===== src/rtl/bellman_relax_pkg.sv =====
// bellman_relax_pkg: sizes, vertmat word layout and FSM states shared by the
// relaxation and cycle detection stages.
package bellman_relax_pkg;
   localparam int NODES        = 32;
   localparam int WEIGHT_WIDTH = 15;
   localparam int PRED_WIDTH   = 4;
   localparam int VERT_WIDTH   = 21;
   localparam int WEIGHT_LSB   = 0;
   localparam int PRED_LSB     = WEIGHT_WIDTH + 1;
   localparam int RSV_BIT      = VERT_WIDTH;

   typedef enum logic [2:0] {IDLE, INIT, READ, CHECK, WRITE, DONE} relax_state_t;

   typedef struct packed {
      logic                          rsv;
      logic [PRED_WIDTH:0]           pred;
      logic signed [WEIGHT_WIDTH:0]  weight;
   } vert_word_t;

   function automatic vert_word_t pack_vert(input logic [PRED_WIDTH:0] pred,
                                            input logic signed [WEIGHT_WIDTH:0] weight);
      return '{rsv: 1'b0, pred: pred, weight: weight};
   endfunction
endpackage


===== src/rtl/bellman_relax_alu.sv =====
// relax_alu: decides whether edge e improves the destination weight and
// produces the candidate weight clamped to the signed weight range.
module relax_alu import bellman_relax_pkg::*; (
   input  logic signed [WEIGHT_WIDTH:0] svw,
   input  logic signed [WEIGHT_WIDTH:0] dvw,
   input  logic signed [WEIGHT_WIDTH:0] e,
   output logic                         relax,
   output logic signed [WEIGHT_WIDTH:0] sum_sat
);
   logic signed [WEIGHT_WIDTH+1:0] sum;
   assign sum     = {svw[WEIGHT_WIDTH], svw} + {e[WEIGHT_WIDTH], e};
   assign relax   = (e != '0) && (sum < $signed({dvw[WEIGHT_WIDTH], dvw}));
   // top two bits disagree only on overflow; clamp toward the sign of the true sum
   assign sum_sat = (sum[WEIGHT_WIDTH+1] != sum[WEIGHT_WIDTH])
                    ? {sum[WEIGHT_WIDTH+1], {WEIGHT_WIDTH{~sum[WEIGHT_WIDTH+1]}}}
                    : sum[WEIGHT_WIDTH:0];
endmodule


===== src/rtl/bellman_relax.sv =====
// bellman_relax: Bellman-Ford over adjmat with a virtual source; fills vertmat
// with weights and predecessors, stopping early after a pass with no update.
module bellman_relax import bellman_relax_pkg::*; #(
   parameter int NODES = bellman_relax_pkg::NODES
) (
   input  logic                    clk,
   input  logic                    reset_n,
   input  logic                    relax_start,
   input  logic [WEIGHT_WIDTH:0]   adjmat_q,
   input  logic [VERT_WIDTH:0]     vertmat_q_a,
   input  logic [VERT_WIDTH:0]     vertmat_q_b,
   output logic [PRED_WIDTH:0]     adjmat_row_addr,
   output logic [PRED_WIDTH:0]     adjmat_col_addr,
   output logic [PRED_WIDTH:0]     vertmat_addr_a,
   output logic [PRED_WIDTH:0]     vertmat_addr_b,
   output logic [VERT_WIDTH:0]     vertmat_data_b,
   output logic                    vertmat_we_b,
   output logic                    relax_busy,
   output logic                    relax_done,
   output logic [PRED_WIDTH:0]     relax_passes
);
   localparam logic [PRED_WIDTH:0] LAST = (PRED_WIDTH+1)'(NODES - 1);

   relax_state_t                 state;
   logic [PRED_WIDTH:0]          i, j;
   logic                         upd, relax, last_edge, unused_bits;
   logic signed [WEIGHT_WIDTH:0] sat_sum, wsum;
   vert_word_t                   qa, qb;

   assign qa          = vert_word_t'(vertmat_q_a);
   assign qb          = vert_word_t'(vertmat_q_b);
   assign unused_bits = ^{qa.rsv, qa.pred, qb.rsv, qb.pred};

   relax_alu u_alu (
      .svw     (qa.weight),
      .dvw     (qb.weight),
      .e       (adjmat_q),
      .relax   (relax),
      .sum_sat (sat_sum)
   );

   // j doubles as the vertex counter during INIT, so port b always addresses j
   assign adjmat_row_addr = i;
   assign adjmat_col_addr = j;
   assign vertmat_addr_a  = i;
   assign vertmat_addr_b  = j;
   assign vertmat_we_b    = state == INIT || state == WRITE;
   assign vertmat_data_b  = state == INIT  ? pack_vert(j, '0)
                          : state == WRITE ? pack_vert(i, wsum) : '0;
   assign relax_busy      = state inside {INIT, READ, CHECK, WRITE};
   assign relax_done      = state == DONE;
   assign last_edge       = i == LAST && j == LAST;

   always_ff @(posedge clk or negedge reset_n)
      if (!reset_n) begin
         state        <= IDLE;
         i            <= '0;
         j            <= '0;
         upd          <= 1'b0;
         wsum         <= '0;
         relax_passes <= '0;
      end else
         case (state)
            IDLE, DONE:
               if (relax_start) begin
                  state        <= INIT;
                  i            <= '0;
                  j            <= '0;
                  upd          <= 1'b0;
                  relax_passes <= '0;
               end
            INIT: begin
               j <= j == LAST ? '0 : j + 1'b1;
               if (j == LAST) state <= READ;
            end
            READ: state <= CHECK;
            default:
               if (state == CHECK && relax) begin
                  state <= WRITE;
                  upd   <= 1'b1;
                  wsum  <= sat_sum;
               end else if (!last_edge) begin
                  j     <= j == LAST ? '0 : j + 1'b1;
                  i     <= j == LAST ? i + 1'b1 : i;
                  state <= READ;
               end else begin
                  relax_passes <= relax_passes + 1'b1;
                  if (!upd || relax_passes + 1'b1 == LAST)
                     state <= DONE;
                  else begin
                     upd   <= 1'b0;
                     i     <= '0;
                     j     <= '0;
                     state <= READ;
                  end
               end
         endcase
endmodule


===== config.mk =====
export PLATFORM = sky130hd
export DESIGN_NAME = bellman_relax
export DESIGN_NICKNAME = d
export VERILOG_FILES = /design/src/rtl/bellman_relax_pkg.sv /design/src/rtl/bellman_relax_alu.sv /design/src/rtl/bellman_relax.sv
export SDC_FILE = /design/constraint.sdc
export NUM_CORES = 1
export LEC_CHECK = 0
export BUFFER_PORTS_ARGS = -buffer_cell sky130_fd_sc_hd__buf_2
export CAP_MARGIN = 10
export CORE_MARGIN = 1
export CORE_UTILIZATION = 57
export DETAILED_ROUTE_END_ITERATION = 16
export GPL_ROUTABILITY_DRIVEN = 0
export PLACE_DENSITY = 0.95
export SLEW_MARGIN = 20
export SYNTH_ARGS = -nofsm -noshare
export SYNTH_HDL_FRONTEND = slang
export SYNTH_SLANG_ARGS = --single-unit

===== constraint.sdc =====
create_clock -name clk -period 3.2 [get_ports clk]
set_input_delay 0.32 -clock clk [delete_from_list [all_inputs] [get_ports clk]]
set_output_delay 0.32 -clock clk [all_outputs]
set_load 0.01 [all_outputs]

== After elaboration in Yosys (flattened, before gate mapping) ==
Cells that the tools add are included.
Word-level totals
  flip-flop bits (word level): 35
  input bits: 63
  output and inout bits: 50
  logic and storage cells: 79
Operators by class
  add/subtract/negate cells: 4
  order comparisons: 1
  equal/unequal tests: 16
  mux-type cells: 27
  bitwise gates (word level): 4
  reductions and logical operators: 21
Operators with widths (number)
  $mux W5: 10
  $mux W21: 2
  $pmux W5 S2: 2
  $add A16 B16 Y17: 1
  $lt A17 B16 Y1: 1
  $mux W16: 1
  $reduce_bool A16 Y1: 1
  $add A5 B1 Y5 const B: 3
  $eq A5 B5 Y1 const B: 3
  $mux W3: 5
  $pmux W5 S3: 1
  $reduce_and A4 Y1: 3
  $ne A3 B2 Y1 const B: 3
  $pmux W3 S3: 1
  $eq A3 B2 Y1 const B: 2
  $eq A3 B3 Y1 const B: 2
  $reduce_bool A3 Y1: 2
  $reduce_and A5 Y1: 1
  $mux W1: 4
  $ne A2 B1 Y1 const B: 2
  $ne A4 B3 Y1 const B: 1
  $not A1 Y1: 4
  $reduce_and A2 Y1: 2
  $reduce_bool A4 Y1: 1
  11 further kinds: 15

== Depth between registers and ports, before layout ==
Gate-level depths: netlist of run 1.
  depth in word-level cells: 7
  mapped depth: 18
  depth with buffers taken out: 15

== Cells and area by module ==
Synthesis of run 1 repeated with hierarchy kept, for this count alone.
Second synthesis, totals
  cell total of the unflattened synthesis: 399
  area total of the unflattened synthesis: 3498.4 µm²
Modules (own cells, without submodules)
  bellman_relax: instances 1, cells each 218, area an instance 2117.0 µm², seq. area each 875.8 µm²
  relax_alu: instances 1, cells each 181, area an instance 1381.3 µm², seq. area each 0.0 µm²

== Worst setup path after synthesis of run 1 ==
Ideal clock, no wire load.
  kind: input port to flip-flop
  start point: input port adjmat_q[0]
  end point: register wsum[0]
  setup time: 0.125 ns
  data arrival time: 3.849 ns
  required time: 3.075 ns
  setup slack: -0.773 ns
  stages on the path: 18
  path buffers: 3
  path through: ha_1 fa_1 a211oi_1 o21a_1 o31ai_2 nand2_1 a21oi_2 buf_4 inv_1 ha_1 clkbuf_1 nand4_1 or2_2 o22ai_2 o21ai_4 nand2_2 buf_6 mux2_2
Between the ends
  word-level cells in the longest chain between the ends: 5
  elaborated cells between the ends (all ways): 9
  classes of those cells: 1 x add/sub; 1 x order compare; 1 x eq/ne; 1 x mux; 1 x bitwise; 4 x reduce/logical
Ends and longest elaborated chain
  from (decl): line bellman_relax.sv:9  | input logic [WEIGHT_WIDTH:0] adjmat_q,
  $add A16 B16 Y17: line bellman_relax_alu.sv:11  | assign sum = {svw[WEIGHT_WIDTH], svw} + {e[WEIGHT_WIDTH], e};
  $lt A17 B16 Y1: line bellman_relax_alu.sv:12  | assign relax = (e != '0) && (sum < $signed({dvw[WEIGHT_WIDTH], dvw}));
  $logic_and A1 B1 Y1: line bellman_relax_alu.sv:12
  $logic_and A1 B1 Y1: line bellman_relax.sv:78  | if (state == CHECK && relax) begin
  $reduce_and A2 Y1 (no line)
  to (signal assigned): line bellman_relax.sv:81  | wsum <= sat_sum;
  to (decl): line bellman_relax.sv:27  | logic signed [WEIGHT_WIDTH:0] sat_sum, wsum;
Several ways; a longest one is shown, not always the timed one.
A chain may end at the register's enable or synchronous reset.

== Final worst setup path of run 1 ==
  start point: input port adjmat_q[0]
  end point: register i[2] (netlist: adjmat_row_addr[2])
Between the ends
  word-level cells in the longest chain between the ends: 6
  elaborated cells between the ends (all ways): 7
  classes of those cells: 1 x add/sub; 1 x order compare; 1 x eq/ne; 4 x reduce/logical
Ends and longest elaborated chain
  $add A16 B16 Y17: line bellman_relax_alu.sv:11
  $lt A17 B16 Y1: line bellman_relax_alu.sv:12
  $logic_and A1 B1 Y1 *: line bellman_relax_alu.sv:12
  $logic_and A1 B1 Y1 *: line bellman_relax.sv:78
  $ne A2 B1 Y1 (no line) *
  $reduce_and A5 Y1 (no line) *
  to (signal assigned): line bellman_relax.sv:84  | i <= j == LAST ? i + 1'b1 : i;
  to (decl): line bellman_relax.sv:25  | logic [PRED_WIDTH:0] i, j;
Every way passes the cells marked *; elsewhere a longest branch is shown, timed or not.

==> results of run 1 <==
stage by stage:
stage	setup slack [ns]	total power (W)	cell area [µm²]	hold WS (ns)	utilization [%]
3_3_place_gp	-0.544	0.00266	4770	0.417	79.2
2_1_floorplan	-0.406	0.00218	3780	0.0244	-
4_1_cts	-0.341	0.00333	5110	0.125	84.8
3_5_place_dp	-0.834	0.00281	4770	0.437	79.2
6_report	-0.588	0.00362	5270	0.0982	87.4
5_1_grt	-0.673	0.00381	5270	0.168	87.4
layout make-up:
| type | instances | area, µm² | share of cell area [%] |
|---|---|---|---|
| clock buffers | 8 | 100 | 1.90 |
| inverters | 33 | 126 | 2.40 |
| multi-input cells | 330 | 2840 | 53.9 |
| flip-flops and latches | 35 | 876 | 16.6 |
| well taps | 75 | 93.8 | 1.78 |
| repair buffers | 189 | 1230 | 23.4 |
how the worst min path moves through the flow:
stage,startpoint,end,slack (ns),depth (start not counted)
after detailed placement,reset_n,adjmat_col_addr[2]$_DFFE_PN0P_,0.44,1
after floorplan,reset_n,adjmat_col_addr[0]$_DFFE_PN0P_,0.02,0
after CTS,reset_n,adjmat_col_addr[4]$_DFFE_PN0P_,0.12,1
after global routing,reset_n,adjmat_col_addr[1]$_DFFE_PN0P_,0.17,1
final,reset_n,wsum[12]$_DFFE_PN0P_,0.1,1
after global placement,reset_n,adjmat_col_addr[1]$_DFFE_PN0P_,0.42,1
cells by family (layout without fill, tap and decap cells):
| logic type | after synthesis | count (layout) | synth area share [%] |
|---|---|---|---|
| buffers and inverters | 55 | 230 | 7.51 |
| AO/OA/AOI/OAI | 103 | 103 | 20.6 |
| AND/OR/NAND/NOR | 133 | 135 | 19.0 |
| other | 1 | 1 | 0.103 |
| flip-flops | 35 | 35 | 24.1 |
| XOR/XNOR | 12 | 12 | 2.89 |
| multiplexers | 24 | 24 | 7.37 |
| adder cells (fa/ha/maj) | 55 | 55 | 18.4 |
power by group:
part	leakage (nW)	switching, W	internal (W)
clock	0.0515	0.000165	0.000197
combinational	2.17	0.00121	0.00112
sequential	0.405	0.000267	0.000655
total	2.62	0.00164	0.00197
critical path, stage by stage:
cell and delay, ns:
buf_8 0.10, ha_4 0.17, fa_2 0.39, a211oi_2 0.25, o21a_2 0.28, buf_6 0.14
o31ai_4 0.08, xor2_1 0.18, ha_1 0.32, nand4_1 0.21, a2111oi_4 0.38, a211oi_2 0.09
o22ai_4 0.23, o21ai_4 0.12, buf_12 0.16, a211o_1 0.29, a22o_1 0.24
cell usage in the layout (no fill, tap or decap), drive strengths merged, types with 2 or more instances in the layout:
master	Yosys	routed
a22oi	6	6
o21a	5	5
o2bb2ai	3	3
mux2	19	19
nand2	29	31
a211o	3	3
clkbuf	5	8
nand3b	2	2
a211oi	7	7
nand3	11	11
or3	3	3
and3	7	7
o211ai	5	5
nor3	7	7
o31ai	3	3
ha	38	38
nand2b	4	4
inv	33	33
o22ai	2	2
nor4	4	4
dfrtp	35	35
o21ai	21	21
nor2	30	30
xor2	4	4
nand4	9	9
mux2i	5	5
xnor2	8	8
a21oi	27	27
a21o	10	10
buf	17	189
and2	17	17
nor3b	2	2
or2	3	3
nor2b	2	2
maj3	16	16
layer usage:
layer / GRT usage [%] / vias to the layer above / wire length, µm
met5: 0 / - / 0
met4: 31.9 / 0 / 1400
met3: 6.89 / 129 / 1100
met2: 71.6 / 352 / 6880
met1: 37.9 / 2035 / 4890
li1: - / 1851 / -
flip-flops by register name, summed over array words and instances, names as in the netlist:
register / cells
wsum: 16
adjmat_col_addr: 5
adjmat_row_addr: 5
relax_passes: 5
state: 3
upd: 1
repair_timing:
item / 4_1_cts / 5_1_grt
hold buffers: 0 / 0
resized for setup: 23 / 24
setup endpoints to repair: 35 / 35
endpoints found under the hold margin: 0 / 0
gates cloned: 2 / 1
setup buffers: 11 / 4
pin swaps: 23 / 5
==> reports/results.tsv, run 1 <==
metric	value	unit
status	finished with violations	
failing checks	setup timing	
synthesized area	0.00363	mm²
layout cells sized above 1	46.1	%
Die Ht	81.8	µm
post-route setup TNS	-16.71	ns
Setup-failing EPs final	35	
register area share after synthesis	24.1	%
RSZ-0062 raised after global routing	yes	
vias in the first global route	4183	
Final period util	118	%
Reg2Reg Launch Point	state[2]$_DFFE_PN0P_	
Worst R2R End	relax_passes[1]$_DFFE_PN0P_	
MaxCap Viol Count	0	
Root Buffer	clkbuf_8	
largest net degree at the start of global routing	36	
row count	28	
CTS tree	yes	
YS warnings	0	
DRC viols	0	
Initial Utilization	60.3	%
most common cell in the netlist	ha_1	
actual slew at the worst max-slew pin	0.782	ns
fin cells	670	
top cell type's share of synthesized area	24.1	%
final wirelength	14.3	mm
async set-or-reset flop fraction in the synthesized netlist	100	%
IO Port Bufs	99	
Layout area overhead	45.1	%
H-tree Lvls	2	
Synth Instances	418	
Crit Path Max Fanout	5	
power density cells	687	mW/mm²
worst reg-to-reg path cell count	5	
CP Launch Point	adjmat_q[0]	
vias post-DR	4367	
DR WL/cell	21.3	µm
Fillers	295	
R2R Setup Slk	0.73	ns
WS Path Type	in -> reg	
gr usage total	39.0	%
distinct cell type count after synthesis	69	
top area cells in the synthesized netlist	dfrtp_1, ha_1, mux2_2	
mean area per synthesized cell	8.69	µm²
final setup margin	-0.588	ns
max-slew violation count	0	
Core Region	0.00603	mm²
initial antenna violation count	0	
CTS sink cnt	35	
Leakage	2.62	nW
Overflow after GRT	0	
Die Area	0.00669	mm²
EDFF count, synth	0	
clock buffer depth	2	
maximum VDD drop	0.566	mV
Worst Skew	0.0141	ns
ys flop type	dfrtp_1	
final-report hold violation count	0	
DR vias/cell	6.52	
ant diodes	0	
FMAX	0.264	GHz
Crit. End Element	flop	
Worst Path Required	3.38	ns
Final ANT Viol Nets	0	
placed cell count	644	
leading area contributor after synthesis	dfrtp_1	
1st-iter DRT viols	431	
first-pass GRT wire length	19.5	mm
number of CTS-inserted buffers	5	
dpl hpwl	8.74	mm
NumNets Final	696	
register bit total from synthesis	35	
Top Ports	113	
Chip Width	81.8	µm
syn_nets	520	
drt first pass iters	6	
Worst Setup EP	adjmat_row_addr[2]$_DFFE_PN0P_	
clk_lat worst skew	0.30	ns
crit path launch type	input port	
Max transition margin	47.9	%
top cells by count, synth	ha_1, dfrtp_1, inv_1	
Worst EP arrival	3.97	ns
clock-pin slew on the worst setup and hold paths	0.08	ns
Tmin final	3.79	ns
HP Class	in -> async	
Power figures use the tool's default switching activity.
==> run 2, diff against run 1 <==
--- a/config.mk
+++ b/config.mk
@@ -11,7 +11,7 @@
 export CORE_UTILIZATION = 57
 export DETAILED_ROUTE_END_ITERATION = 16
 export GPL_ROUTABILITY_DRIVEN = 0
-export PLACE_DENSITY = 0.95
+export PLACE_DENSITY = 0.88
 export SLEW_MARGIN = 20
 export SYNTH_ARGS = -nofsm -noshare
 export SYNTH_HDL_FRONTEND = slang
==> reports/results.tsv, run 2 (synthesis results as in run 1) <==
metric	value	unit	change
status	finished with violations		
failing checks	setup timing		
final cell utilization of the core	85.2	%	-2.2 points
CTS tree	yes		
final setup margin	-0.490	ns	+0.0975 ns
dpl hpwl	8.15	mm	-6.8%
commonest non-fill, non-tap cell in the layout	buf_2		
number of CTS-inserted buffers	5		unchanged
Chip Width	81.8	µm	unchanged
Worst EP arrival	3.92	ns	-0.05 ns
pre-CTS setup slack	-0.738	ns	+0.0952 ns
max reg flops	16		unchanged
maximum VDD drop	0.601	mV	+6.1%
row count	28		unchanged
clock-pin slew on the worst setup and hold paths	0.08	ns	about the same
IO Port Bufs	99		unchanged
Top Ports	113		unchanged
WS Path Type	in -> reg		
Largest Register	wsum		
Final ANT Viol Nets	0		unchanged
final wirelength	13.7	mm	-4.1%
largest net degree at the start of global routing	36		unchanged
WHS	0.102	ns	+0.00329 ns
DR vias/cell	6.64		+1.9%
initial antenna violation count	0		unchanged
ant diodes	0		unchanged
crit path launch type	input port		
Leakage	2.57	nW	-1.9%
fin cells	660		-1.5%
Root Buffer	clkbuf_8		
Die Area	0.00669	mm²	unchanged
placed cell count	638		-0.93%
vias in the first global route	4284		+2.4%
drt first pass iters	9		+3
Power, Total	0.00350	W	-3.1%
most frequent cells in the layout	buf_2, buf_4, dfrtp_1, ha_1, inv_1		
gr usage total	40.7	%	+1.7 points
power density cells	683	mW/mm²	-0.58%
Tmin final	3.69	ns	-0.0975 ns
clock buffer depth	2		unchanged
number of buffers inserted by hold repair at cts	0		unchanged
FMAX	0.271	GHz	+2.6%
Layout area overhead	41.4	%	
Fillers	305		+3.4%
clk_lat worst skew	0.30	ns	about the same
H-tree Lvls	2		unchanged
actual slew at the worst max-slew pin	0.795	ns	+0.0132 ns
max-slew violation count	0		unchanged
final-report hold violation count	0		unchanged
NumNets Final	686		-1.4%
DRC viols	0		unchanged
HP Class	in -> async		
Worst Path Required	3.43	ns	+0.05 ns
1st-iter DRT viols	460		+6.7%
Setup-failing EPs final	35		unchanged
Crit Path Max Fanout	5		unchanged
Die Ht	81.8	µm	unchanged
Initial Utilization	60.3	%	unchanged
Max transition margin	47.0	%	-0.88 points
Overflow after GRT	0		unchanged
DR WL/cell	20.7	µm	-2.6%
Core Region	0.00603	mm²	unchanged
first-pass GRT wire length	20.5	mm	+5.0%
Worst Skew	0.00415	ns	-0.00995 ns
CTS sink cnt	35		unchanged
RSZ-0062 raised after global routing	yes		
layout cells sized above 1	44.8	%	-1.3 points
Crit. End Element	flop		
Final period util	115	%	-3.0 points
vias post-DR	4383		+0.37%
MaxCap Viol Count	0		unchanged
-- run 2: repair_timing --
item | in CTS | in global routing
cloned | 1 | 0
buffers inserted | 11 | 3
gates resized for setup | 22 | 14
setup endpoints to repair | 35 | 35
pin swaps | 19 | 14
hold endpoints to repair | 0 | 0
-- run 2: cell type report --
| cell class | instances | area (µm²) | area share [%] |
|---|---|---|---|
| clock buffers | 5 | 68.8 | 1.34 |
| clock inverters | 3 | 43.8 | 0.853 |
| inverters | 33 | 126 | 2.46 |
| multi-input cells | 329 | 2790 | 54.4 |
| flip-flops and latches | 35 | 876 | 17.1 |
| well taps | 75 | 93.8 | 1.83 |
| repair buffers | 180 | 1130 | 22.1 |
-- run 2: metal layers --
layer	vias to the layer above	track usage (%)	part of all wire, %
li1	1842	-	-
met1	2015	42.0	35
met2	386	68.6	47
met3	140	12.2	8.6
met4	0	30.7	8.8
met5	-	4.17	0
-- run 2: where the power goes --
| group | internal, W | leakage, nW | switching [W] |
|---|---|---|---|
| Clock | 0.000232 | 0.0581 | 0.000183 |
| Sequential | 0.000655 | 0.405 | 0.000264 |
| Combinational | 0.00102 | 2.11 | 0.00115 |
| Total | 0.00191 | 2.57 | 0.00160 |
-- run 2: worst paths after layout --
kind,from,to,slack [ns],cells past startpoint
max,vertmat_q_a[1],adjmat_col_addr[3]$_DFFE_PN0P_,-0.49,16
min,reset_n,adjmat_col_addr[1]$_DFFE_PN0P_,0.10,1
max reg2reg,adjmat_col_addr[0]$_DFFE_PN0P_,adjmat_col_addr[3]$_DFFE_PN0P_,0.51,9
min reg2reg,wsum[0]$_DFFE_PN0P_,wsum[0]$_DFFE_PN0P_,0.51,1
max in group asynchronous,reset_n,relax_passes[2]$_DFFE_PN0P_,2.59,1
min in group clk,wsum[0]$_DFFE_PN0P_,wsum[0]$_DFFE_PN0P_,0.51,1
-- run 2: critical path, stage by stage --
cell and delay, ns:
buf_2 0.14, ha_4 0.24, a211oi_4 0.29, nor2_1 0.11, o21ai_0 0.37, a21oi_1 0.19
xnor2_1 0.20, ha_1 0.33, nand4_1 0.21, a2111oi_4 0.36, a211oi_2 0.10, o22ai_4 0.23
buf_4 0.19, o31ai_4 0.10, or4_1 0.44, o21ai_1 0.10
-- run 2: metrics by stage --
stage	cell area [µm²]	TNS (ns)
after floorplan	3780	-8.96
after global placement	4720	-15.35
after detailed placement	4720	-21.62
after CTS	5040	-5.63
after global routing	5130	-18.83
final	5130	-14.88
